<file path="config.mk">
export PLATFORM = sky130hd
export DESIGN_NAME = instr_fetch_unit
export DESIGN_NICKNAME = d
export VERILOG_FILES = /design/src/rtl/instr_fetch_unit.sv
export SDC_FILE = /design/constraint.sdc
export NUM_CORES = 1
export LEC_CHECK = 0
export ABC_AREA = 1
export ABC_CLOCK_PERIOD_IN_PS = 6250
export BUFFER_PORTS_ARGS = -buffer_cell sky130_fd_sc_hd__buf_2
export CELL_PAD_IN_SITES_DETAIL_PLACEMENT = 1
export CELL_PAD_IN_SITES_GLOBAL_PLACEMENT = 2
export CORE_MARGIN = 2
export CORE_UTILIZATION = 30
export CTS_CLUSTER_DIAMETER = 80
export DETAILED_ROUTE_END_ITERATION = 10
export MAX_ROUTING_LAYER = met4
export PLACE_DENSITY = 0.75
export SYNTH_ARGS = -nofsm -noshare
export SYNTH_HDL_FRONTEND = slang
export SYNTH_SLANG_ARGS = --single-unit
</file>
<file path="constraint.sdc">
create_clock -name clock -period 6.25 [get_ports clock]
set_input_delay 1.5625 -clock clock [delete_from_list [all_inputs] [get_ports clock]]
set_output_delay 1.5625 -clock clock [all_outputs]
set_load 0.01 [all_outputs]
</file>
<file path="src/rtl/instr_fetch_unit.sv">
// Instruction fetch stage: one outstanding req/ack fetch, small in-order
// instruction buffer, valid/ready delivery to the core, redirect flush.
module instr_fetch_unit #(
    parameter logic [31:0] RESET_PC  = 32'h0000_0000,
    parameter int unsigned BUF_DEPTH = 2
) (
    input  logic        clock,
    input  logic        Reset,
    output logic        imem_req,
    output logic [31:0] imem_addr,
    input  logic        imem_ack,
    input  logic [31:0] imem_rdata,
    input  logic        redirect,
    input  logic [31:0] redirect_pc,
    output logic [31:0] O_INST,
    output logic [31:0] pc_out,
    output logic        inst_valid,
    input  logic        inst_ready
);

    localparam int unsigned PTR_W = (BUF_DEPTH > 1) ? $clog2(BUF_DEPTH) : 1;
    localparam int unsigned CNT_W = PTR_W + 1;

    typedef enum logic {
        S_FETCH = 1'b0,
        S_DROP  = 1'b1
    } state_t;

    state_t             r_state;
    logic [31:0]        r_fetch_pc;
    logic [31:0]        r_addr;
    logic               r_req;
    logic               r_valid;
    logic [31:0]        r_inst;
    logic [31:0]        r_pc;
    logic [PTR_W-1:0]   r_wr_ptr;
    logic [PTR_W-1:0]   r_rd_ptr;
    logic [CNT_W-1:0]   r_count;
    logic [31:0]        r_buf_inst [BUF_DEPTH];
    logic [31:0]        r_buf_pc   [BUF_DEPTH];

    logic [31:0]        w_redirect_pc;
    logic               w_hs;
    logic               w_push;
    logic               w_pop;
    logic               w_drop_n;
    logic [PTR_W-1:0]   w_rd_nxt;
    logic [CNT_W-1:0]   w_count_n;
    logic [31:0]        w_fetch_pc_n;
    logic               w_req_n;
    logic [31:0]        w_addr_n;
    logic [31:0]        w_head_inst_n;
    logic [31:0]        w_head_pc_n;

    assign w_redirect_pc = redirect_pc & 32'hFFFF_FFFC;

    // Next-value logic; a redirect cancels this cycle's push and pop.
    always_comb begin
        w_hs          = r_req && imem_ack;
        w_push        = w_hs && (r_state == S_FETCH) && !redirect;
        w_pop         = r_valid && inst_ready && !redirect;
        w_drop_n      = r_req && !imem_ack && (redirect || (r_state == S_DROP));
        w_rd_nxt      = r_rd_ptr + PTR_W'(1);
        w_count_n     = r_count;
        w_fetch_pc_n  = r_fetch_pc;
        w_head_inst_n = r_inst;
        w_head_pc_n   = r_pc;

        if (redirect) begin
            w_count_n    = '0;
            w_fetch_pc_n = w_redirect_pc;
        end else begin
            w_count_n = r_count + CNT_W'(w_push) - CNT_W'(w_pop);
            if (w_push) begin
                w_fetch_pc_n = r_fetch_pc + 32'd4;
            end
        end

        // Requests are never abandoned, so a pending address survives a redirect.
        w_req_n  = w_drop_n || (w_count_n < CNT_W'(BUF_DEPTH));
        w_addr_n = w_drop_n ? r_addr : w_fetch_pc_n;

        // Head register tracks the entry that will sit at the FIFO head after this edge.
        if (!redirect) begin
            if (w_pop && (r_count > CNT_W'(1))) begin
                w_head_inst_n = r_buf_inst[w_rd_nxt];
                w_head_pc_n   = r_buf_pc[w_rd_nxt];
            end else if (w_push && ((r_count == '0) || (w_pop && (r_count == CNT_W'(1))))) begin
                w_head_inst_n = imem_rdata;
                w_head_pc_n   = r_fetch_pc;
            end
        end
    end

    // Control state, pointers and registered outputs.
    always_ff @(posedge clock) begin
        if (Reset) begin
            r_state    <= S_FETCH;
            r_fetch_pc <= RESET_PC;
            r_addr     <= RESET_PC;
            r_req      <= 1'b0;
            r_valid    <= 1'b0;
            r_inst     <= '0;
            r_pc       <= '0;
            r_wr_ptr   <= '0;
            r_rd_ptr   <= '0;
            r_count    <= '0;
        end else begin
            r_state    <= w_drop_n ? S_DROP : S_FETCH;
            r_fetch_pc <= w_fetch_pc_n;
            r_addr     <= w_addr_n;
            r_req      <= w_req_n;
            r_valid    <= (w_count_n != '0);
            r_inst     <= w_head_inst_n;
            r_pc       <= w_head_pc_n;
            r_count    <= w_count_n;
            if (redirect) begin
                r_wr_ptr <= '0;
                r_rd_ptr <= '0;
            end else begin
                if (w_push) r_wr_ptr <= r_wr_ptr + PTR_W'(1);
                if (w_pop)  r_rd_ptr <= w_rd_nxt;
            end
        end
    end

    // Buffer storage carries no reset; only count/pointers define occupancy.
    always_ff @(posedge clock) begin
        if (w_push) begin
            r_buf_inst[r_wr_ptr] <= imem_rdata;
            r_buf_pc[r_wr_ptr]   <= r_fetch_pc;
        end
    end

    assign imem_req   = r_req;
    assign imem_addr  = r_addr;
    assign O_INST     = r_inst;
    assign pc_out     = r_pc;
    assign inst_valid = r_valid;

endmodule

</file>
==> run metrics, run 1 <==
outcome finished, final reports clean; Startpoint Class primary input; Post-synth ARST share 0; Reg power frac 0.500; Switching Power approximately 0.9 mW; unrepaired setup endpoints after global routing false; delay-heaviest family, CP buffers and inverters; Rel. slew slack 0.249; DRT antenna net count 0; post-CTS setup buffer count 0; CP peak stage delay 0.63 ns; PostCTS Resize Cnt 0; Critical path buffers and inverters 6; CTS sink count 263; hpwl dp 20.3 mm; max-slew violation count 0; post-cts hold buffer count 0; EDFF count, synth 128; Syn Inst Count 1208; Clock power frac 0.439; Setup Viol. Count Final 0; sequential share of the synthesized area 0.601; worst endpoint required time 6.71 ns; CTS tree built; most frequent cells in the layout 393 x nand2_1, 164 x buf_2, 142 x o21ai_0; Core Rows 69; Post-DP Area 12100 um2; die span in y 195 um; Ys Warns 0; Initial Util 0.305; syn_area_per_cell approximately 9 um2; P_int around 3 mW; P per Cell Area between 200 and 300 nW/um2; Port Buffers 164; WL per Instance 17.6 um; max-cap violations 0; post-route insts no fill 1830; # nets final about 1400; Hold Path Stages 1; die width 195 um; Slowest-stage cell, CP buf_4; die area around 38000 um2; Area Overhead vs Synth 19.9%; Mapped Area 10900 um2; f_max slightly below 0.3 GHz; crit end category register; Cell variety after synth 37; Reg clk slew, reported paths 0.06 ns; CTS Root Cell clkbuf_16; # IOs 167; Final Hold Viols 0; DRT iter0 DRCs ~430; crit path cell chain buf_2 -> clkinv_4 -> nand2_2 -> buf_4 -> inv_1 -> ha_1 -> inv_1 -> ha_1 -> nand2_1 -> nand2_1 -> nor2_1 -> inv_1 -> o22ai_1; cell area after layout 13100 um2; final worst-path cycle share 0.547; RePlAce Congestion between 0.8 and 0.9; vias in the first global route between 8000 and 9000; H-tree levels 1; via/cell ratio ~4.8; core area 35700 um2; Slew @ Worst Pin 1.12 ns; residual DRC count 0; critical path class in2reg; Reg2Reg Depth 13; Comb power frac 0.062; global-route wire length before repair slightly above 50 mm; TritonCTS Buffers 30; Final Util 0.366; VDD IR max 0.218 mV; setup TNS 0 ns; most common flop cell mapped by yosys dfxtp_1; Ant. Diodes 0; instance count on the critical path 13; most common cell after layout, fill and taps aside nand2_1; most used cell, CP inv_1; Initial DRT Pass Iterations 4; WL final roughly 32 mm; peak fanout along the critical path 65; P_leak 5.53 nW; Tot GR Track Use 0.173; min Tclk post-route around 3.4 ns; layout cells sized above 1 0.188; initial antenna violation count 0; switch share 0.231; global route overflow 0; Placed Instances about 1800; Final Skew 0.0135 ns; Skew-Pair Late Insertion Delay 0.55 ns; #FFs+latches synth roughly 260; pin count of the biggest net entering global routing about 130; worst hold path class reg2reg; Max clock buf depth 3; CP arrival 3.88 ns; vias post-DR 8800; Mapped Nets 1280
## registers in the layout, indices dropped and copies added (netlist names)
register	flops
r_buf_inst	64
r_buf_pc	64
O_INST	32
imem_addr	32
pc_out	32
r_fetch_pc	32
r_count	2
imem_req	1
inst_valid	1
r_rd_ptr	1
r_state	1
r_wr_ptr	1
## area by class of cell
cell class / count / area, um2
Tap cell: 461 / 577
Timing Repair Buffer: 177 / 931
Clock inverter: 5 / 48.8
Multi-Input combinational cell: 790 / 3730
Sequential cell: 263 / 6550
Inverter: 84 / 320
Clock buffer: 50 / 897
Fill cell: 4177 / 22600
## per-layer routing
layer  track usage  up-vias  share of wire
li1              -     4341              -
met1         0.227     4236           0.48
met2         0.289      182           0.47
met3        0.0212       41          0.041
met4        0.0345        0          0.016
met5             -        -              0
## path summary, 6_finish.rpt
kind / start / end / slack (ns)
max: redirect / inst_valid / 2.83
min: imem_addr[0] / imem_addr[0] / 0.47
max reg2reg: inst_valid / inst_valid / 3.78
min reg2reg: imem_addr[0] / imem_addr[0] / 0.47
## power by group through the flow
stage / registers (mW) / clock network, mW / logic (mW)
finish: 1.93 / 1.70 / 0.239
global placement: 1.97 / 0 / 0.239
floorplan: 1.97 / 0 / 0.119
global route: 1.94 / 1.82 / 0.270
detailed placement: 1.97 / 0 / 0.244
CTS: 1.93 / 1.76 / 0.245
## through the flow
step / worst slack, ns / total power [mW] / hold slack, ns
final: 2.83 / 3.87 / 0.467
after global routing: 2.61 / 4.03 / 0.481
after CTS: 2.80 / 3.93 / 0.474
after detailed placement: 2.21 / 2.21 / 0.457
after global placement: 2.25 / 2.20 / 0.461
after floorplan: 1.06 / 2.09 / 0.441
## logic make-up after synthesis
family,share of synthesized area
xor gates and xnor gates,0.00241
and+or+nand+nor,0.208
AOI/OAI and AO/OA,0.126
DFF,0.601
buffers and inverters,0.0591
adders and majority gates,0.00345
## synth_stat cells, types with 5 or more instances
master	n	share of area
inv_1	82	0.028
nand2_1	394	0.14
nor2_1	52	0.018
or2_2	8	0.0046
edfxtp_1	128	0.35
a21oi_1	12	0.0055
nor2_2	6	0.0034
nand4_1	14	0.0080
o21ai_0	142	0.065
buf_1	5	0.0017
o22ai_1	7	0.0040
a31oi_1	65	0.037
clkbuf_1	36	0.012
buf_2	27	0.012
o21bai_1	5	0.0034
nand3_1	48	0.022
dfxtp_1	135	0.25
a21oi_2	6	0.0048
Note: power is estimated with default switching activity, not from simulation.
==> run 2: changes to the inputs <==
Settings changed: ABC_CLOCK_PERIOD_IN_PS 6250 to 3600.
Clock period 6.25 ns to 3.6 ns, I/O delays scaled along.
==> run 2 against run 1 <==
Compared with the run above: sequential power is 74% higher; design area is 2.6% higher; count of clock-buffer cells in the layout is 2 higher; worst hold slack better by 0.0066 ns; critical endpoint is now imem_addr[20]; critical path type unchanged; largest power group is now clock; largest cell class unchanged.
==> run metrics, run 2 (synthesis results as in run 1) <==
Clock power frac 0.475; Comb power frac 0.059; Total Power 7.20 mW; vias post-DR 8819; die width ~190 um; f_max 0.443 GHz; H-tree levels 2; Regs by FF count r_buf_inst x64, r_buf_pc x64; layout cells sized above 1 0.204; most used cell, CP inv_1; P per Cell Area approximately 540 nW/um2; Reg clk slew, reported paths 0.06 ns; RePlAce Congestion 0.809; CTS tree built; DRT antenna net count 0; worst endpoint required time 4.00 ns; TritonCTS Buffers 34; die span in y between 150 and 200 um; Slowest-stage cell, CP inv_1; Final Util 0.376; # nets final between 1000 and 1500; Skew-Pair Late Insertion Delay between 0.5 and 0.6 ns; Final Hold Viols 0; Final Worst Setup Slack 1.34 ns; global-route wire length before repair around 50 mm; crit path cell chain buf_2 -> clkinv_4 -> nand2_4 -> nand2_1 -> nor2_1 -> inv_1 -> nor2_4 -> inv_1 -> nand3_1 -> o21ai_0 -> inv_1; crit end category register; CTS sink count around 260; Slew @ Worst Pin 0.935 ns; die area between 30000 and 40000 um2; setup TNS 0 ns; DRT iter0 DRCs 382; post-cts hold buffer count 0; unrepaired setup endpoints after global routing false; min Tclk post-route ~2.3 ns; Ant. Diodes 0; RR Startpoint imem_req; outcome finished, final reports clean; Area Overhead vs Synth 23.0%; Placed Instances 1786; switch share 0.229; CTS Root Cell clkbuf_16; max-cap violations 0; initial antenna violation count 0; CP peak stage delay 0.67 ns; P_int approximately 5.6 mW; pin count of the biggest net entering global routing 66; peak fanout along the critical path 25; Initial Util 0.305; post-CTS setup buffer count 0; Final Skew 0.0162 ns; Rel. slew slack 0.376; Setup Viol. Count Final 0; Core Rows 69; worst slack at placement around 0.75 ns; # IOs 167; final worst-path cycle share 0.627; Max clock buf depth 3; most common cell after layout, fill and taps aside nand2_1; post-route insts no fill about 1800; vias in the first global route a little over 9000; hpwl dp 20.7 mm; Tot GR Track Use 0.176; worst hold path class reg2reg; Switching Power 1.65 mW; via/cell ratio 4.77; Hold Path Origin imem_addr[3]; core area approximately 36000 um2; global route overflow 0; WL per Instance 17.5 um; CP arrival ~2.7 ns; Reg power frac 0.466; P_leak 5.70 nW; most frequent cells in the layout 393 x nand2_1, 164 x buf_2, 142 x o21ai_0; critical path class in2reg; Worst Setup SP redirect; residual DRC count 0; Startpoint Class primary input; VDD IR max 0.220 mV; r2r setup slk around 1.6 ns; max-slew violation count 0; PostCTS Resize Cnt 0; Port Buffers 164; WL final 32.3 mm; Initial DRT Pass Iterations 4
-- run 2: cell count changes in the layout (fill, tap and decap cells not counted) --
cell / before / now
buf_4: 12 / 19
clkbuf_1: 14 / 7
clkbuf_16: 31 / 38
buf_12: 1 / 5
clkbuf_8: 5 / 7
clkinv_2: 3 / 5
clkinv_4: 1 / 2
clkinvlp_4: 0 / 1
inv_4: 0 / 1
-- run 2: cell type report --
cell class	instances	area (um2)
multi-input combinational	790	3730
timing repair buffer	188	1060
sequential	263	6550
clock buffer	52	1070
fill	4162	22300
clock inverter	10	81.3
tap	461	577
inverter	84	320
-- run 2: metrics by stage --
| stage | instance area [um2] | hold WS, ns |
|---|---|---|
| detailed placement | 12200 | 0.457 |
| CTS | 13400 | 0.477 |
| finish | 13400 | 0.473 |
| floorplan | 10900 | 0.441 |
| global placement | 12200 | 0.459 |
| global route | 13400 | 0.502 |
-- run 2: power groups by stage --
stage | Clock, mW | Combinational, mW | Sequential (mW)
floorplan | 0 | 0.207 | 3.41
global placement | 0 | 0.425 | 3.41
detailed placement | 0 | 0.431 | 3.42
CTS | 3.53 | 0.434 | 3.36
global route | 3.64 | 0.480 | 3.37
finish | 3.42 | 0.424 | 3.35
-- run 2: worst paths after layout --
kind,to,cells past startpoint
worst min-delay path,imem_addr[3],2
worst max-delay path,imem_addr[20],11
worst max register to register,pc_out[17],7
worst min register to register,imem_addr[3],2
-- run 2: routing by layer --
layer / track usage / up-vias / wire (um) / part of all wire
met2: 0.290 / 155 / 15100 / 0.47
met1: 0.228 / 4238 / 15400 / 0.48
li1: - / 4381 / - / -
met4: 0.0444 / 0 / 632 / 0.020
met3: 0.0245 / 45 / 1130 / 0.035
met5: - / - / 0 / 0
-- run 2: worst max-delay path: cells and delay by family --
family / cells / cell delay, ns
buffers and inverters: 5 / 1.20
AO/OA/AOI/OAI: 1 / 0.11
AND/OR/NAND/NOR: 5 / 0.42
